**config.mk**
```make
export PLATFORM = sky130hd
export DESIGN_NAME = suma
export DESIGN_NICKNAME = d
export VERILOG_FILES = /design/src/rtl/suma.sv
export SDC_FILE = /design/constraint.sdc
export NUM_CORES = 1
export LEC_CHECK = 0
export CAP_MARGIN = 20
export CORE_UTILIZATION = 60
export CTS_BUF_LIST = sky130_fd_sc_hd__clkbuf_4 sky130_fd_sc_hd__clkbuf_8
export DETAILED_ROUTE_END_ITERATION = 8
export PLACE_DENSITY_LB_ADDON = 0.12
export REMOVE_ABC_BUFFERS = 1
export SYNTH_ARGS = -nofsm -noshare
export SYNTH_HDL_FRONTEND = slang
export SYNTH_SLANG_ARGS = --single-unit
export TNS_END_PERCENT = 30
```
**constraint.sdc**
```tcl
create_clock -name clock -period 4.8 [get_ports clock]
set_input_delay 0.96 -clock clock [delete_from_list [all_inputs] [get_ports clock]]
set_output_delay 0.96 -clock clock [all_outputs]
set_load 0.02 [all_outputs]
```
**src/rtl/suma.sv**
```systemverilog
// suma: captures one operand from each of two counter-fed sources, adds them
// modulo 256 and holds the sum until the downstream divider accepts it.
module suma #(
    parameter logic [7:0] A_INIT = 8'd1,
    parameter logic [7:0] B_INIT = 8'd2
) (
    input  logic       clock,
    input  logic       reset,
    input  logic       validoA,
    input  logic       validoB,
    input  logic       divisionLista,
    output logic [7:0] salida,
    output logic       ListoS,
    output logic       ListoA,
    output logic       ListoB
);
    typedef enum logic [1:0] {IDLE, CAPTURE, ADD, OUT} state_t;
    state_t state, state_n;
    logic [7:0] cnt_a, cnt_b, op_a, op_b;
    logic got_a, got_b, take_a, take_b, do_add, release_s;

    always_ff @(posedge clock)
        state <= reset ? IDLE : state_n;

    // The edge that latches the second operand also leaves CAPTURE.
    always_comb begin
        state_n = state;
        case (state)
            IDLE:    state_n = CAPTURE;
            CAPTURE: state_n = ((got_a || take_a) && (got_b || take_b)) ? ADD : CAPTURE;
            ADD:     state_n = OUT;
            OUT:     state_n = divisionLista ? CAPTURE : OUT;
            default: state_n = IDLE;
        endcase
    end

    always_comb begin
        take_a    = (state == CAPTURE) && validoA && !got_a;
        take_b    = (state == CAPTURE) && validoB && !got_b;
        do_add    = state == ADD;
        release_s = (state == OUT) && divisionLista;
    end

    always_ff @(posedge clock) begin
        if (reset) begin
            cnt_a  <= A_INIT;
            cnt_b  <= B_INIT;
            op_a   <= 8'd0;
            op_b   <= 8'd0;
            got_a  <= 1'b0;
            got_b  <= 1'b0;
            salida <= 8'd0;
            ListoS <= 1'b0;
            ListoA <= 1'b0;
            ListoB <= 1'b0;
        end else begin
            ListoA <= take_a;
            ListoB <= take_b;
            if (take_a) begin
                op_a  <= cnt_a;
                cnt_a <= cnt_a + 8'd1;
            end
            if (take_b) begin
                op_b  <= cnt_b;
                cnt_b <= cnt_b + 8'd1;
            end
            got_a <= release_s ? 1'b0 : (got_a || take_a);
            got_b <= release_s ? 1'b0 : (got_b || take_b);
            if (do_add) begin
                salida <= op_a + op_b;
                ListoS <= 1'b1;
            end else if (release_s) begin
                ListoS <= 1'b0;
            end
        end
    end
endmodule

```
==> metrics <==
DR WL/cell=13.53 microns; clock latency on the worst-skew pair=0.37 ns; CP startpoint kind=input port; largest family of logic cells by synthesized area=simple AND/OR/NAND/NOR gates; critical path startpoint=validoB; Synth area leader=dfxtp_1; number of vias per cell=5.775; Compound-Gate Fraction of Synth Area=14.77%; final hold slack=0.4700 ns; share of the synthesized area in the top cell type=45.52%; CTS clk-pin slew, worst paths=0.13 ns; Critical Setup Path Class=input port to flip-flop; post-synthesis mux area share=0%; clock tree buffer depth=2; RSZ-0062 raised after global routing=false; Starting Density=65.56%; All-Layer GR Usage=24.69%; EDFF count, synth=0; setup TNS=0 ns; CTS H-tree depth=2; Core ar.=3153 sq um; GRT Residual Overflow=0; R2R cell count=4; post-CTS setup buffers=0; CTS resizes=0; Worst VDD drop=0.1928 mV; Power Density=292.0 nW/um^2; Post-Synth XOR/XNOR Area=5.085%; Die Span Y=60.70 microns; dominant cells by area after synthesis=dfxtp_1 46%, nand2_1 10%, a21oi_1 8.0%; Final ANT Viol Nets=0; register area share after synthesis=45.52%; adder and majority gate portion of the synthesized area=6.416%; Period minus WS final=2.452 ns; # fillers=252; HPWL Detailed=2889 microns; Pins Over Slew Limit=0; first-pass GRT wire length=6693 microns; Netlist Area Pre-Place=2067 sq um; Pwr Total=0.6693 mW; Synth cell types=40; cell count after synthesis=249; status=finished, final reports clean; clock buffer count from CTS=5; Clock Skew=0.007564 ns; CP required=5.11 ns; clock sink count=47; Synth Flop Type=dfxtp_1; Final Cycle Share=51.07%; P_leak=0.8257 nW; P&R area growth vs syn=10.90%; Simple-Gate Fraction of Synth Area=24.76%; fin nets=276; share of layout cells above drive strength 1=4.198%; Fin. Hold Viols=0; Post-synth ARST share=0%; synthesized area per cell=8.301 sq um; Hold Path Class=flip-flop to flip-flop; maxcap violations=0; initial antenna violation count=0; pin count of the biggest net entering global routing=46; slew margin rel.=65.63%; register area=940.9 sq um; Placed Cells incl. Taps=298; port buffer count=15; CP max FO=14; root buffer cell=clkbuf_4; worst-margin pin slew=0.5126 ns; area occupied by multi-input gates=1055 sq um; I/O pins=16; TritonCTS clock tree=built; final core occ=72.70%; Placer Congestion=0.8245; worst hold start=salida[2]; full die area=3684 sq um; Rows=20; fmax=0.4079 GHz; # diodes=0; Post-Layout Cell Count=306; detailed-router iteration count before antenna repair=4; WL final=4139 microns; Arrival @ worst endpoint=2.76 ns; worst r2r src=state[0]; residual DRC count=0; Die W=60.70 microns; vias in the first global route=1503; Crit. End Element=flip-flop; #FFs+latches synth=47; DR vias=1767; WHS Path Cells=2; cts hold-fix bufs=0; # setup viols final=0; Ys Warns=0; DRT iter0 DRCs=109
## layer usage
layer  routed length [microns]  vias to the layer above  global-route usage (%)
li1                          -                      881                       -
met1                      1951                      841                   33.02
met2                      1987                       35                   38.93
met3                       122                       10                   4.691
met4                        78                        0                   11.04
met5                         0                        -                       0
## flip-flops by register name, summed over array words and instances, names as in the netlist
signal  cells
ListoS      1
state       2
got_b       1
op_b        8
ListoB      1
op_a        8
cnt_a       8
salida      8
cnt_b       8
ListoA      1
got_a       1
## worst max-delay path: stages
cell and delay (ns):
clkdlybuf4s50_1 0.54, and4bb_1 0.51, nand4_1 0.23, or3_1 0.38, a21oi_1 0.14
## per-stage QoR
step	worst slack [ns]	cell area, sq um
floorplan	2.682	2022
global placement	2.036	2235
detailed placement	1.998	2235
CTS	2.368	2292
global route	2.194	2292
finish	2.348	2292
## cell usage in the layout (no fill, tap or decap), types with 2 or more instances in the layout
master           instances
o21a_1                   3
xor2_1                   6
dfxtp_1                 47
xnor2_1                  6
nand3_1                  5
a21oi_1                 33
clkbuf_4                 6
nor2b_1                  3
or4_1                    2
nand4_1                  4
or3_1                    3
nand2_1                 55
and3_1                   3
o21ai_1                  5
o21ai_0                  3
a211oi_1                 2
inv_1                    6
o211ai_1                 2
ha_1                     9
nor3_1                   4
nor2_1                  19
a31oi_1                  2
clkdlybuf4s50_1         15
## logic make-up (layout without fill, tap and decap cells)
family,after synthesis,in the layout
compound gates,54,54
simple gates,108,108
flops,47,47
xor+xnor,12,12
buf+inv,18,31
fa+ha+maj,10,10
## cell type report
| cell class | instances | area share, % |
|---|---|---|
| clock buffers | 6 | 1.965 |
| flip-flops and latches | 47 | 41.05 |
| repair buffers | 16 | 6.878 |
| multi-input cells | 184 | 46.02 |
| well taps | 44 | 2.402 |
| inverters | 7 | 1.146 |
| clock inverters | 2 | 0.5459 |
## synth_stat cells (2+ instances only)
library cell and number:
o21a_1 3, buf_1 2, nand3_1 5, o211ai_1 2
nand4_1 4, nor2b_1 3, a211oi_1 2, inv_1 6
xnor2_1 6, a21oi_1 33, dfxtp_1 47, a31oi_1 2
and3_1 3, clkbuf_1 6, nor3_1 4, o21ai_0 3
buf_2 3, o21ai_1 5, or3_1 3, ha_1 9
xor2_1 6, nor2_1 19, or4_1 2, nand2_1 55
## final timing paths
path / end / slack, ns
min: salida[2] / 0.47
max: cnt_b[7] / 2.35
min reg2reg: salida[2] / 0.47
max reg2reg: cnt_b[7] / 2.96
## report_power, final
part / internal, mW / total, mW / switching [mW]
logic: 0.0255 / 0.0642 / 0.0387
registers: 0.402 / 0.416 / 0.0141
clock network: 0.0623 / 0.189 / 0.126
total: 0.490 / 0.669 / 0.179
(Power assumes the default switching activity.)
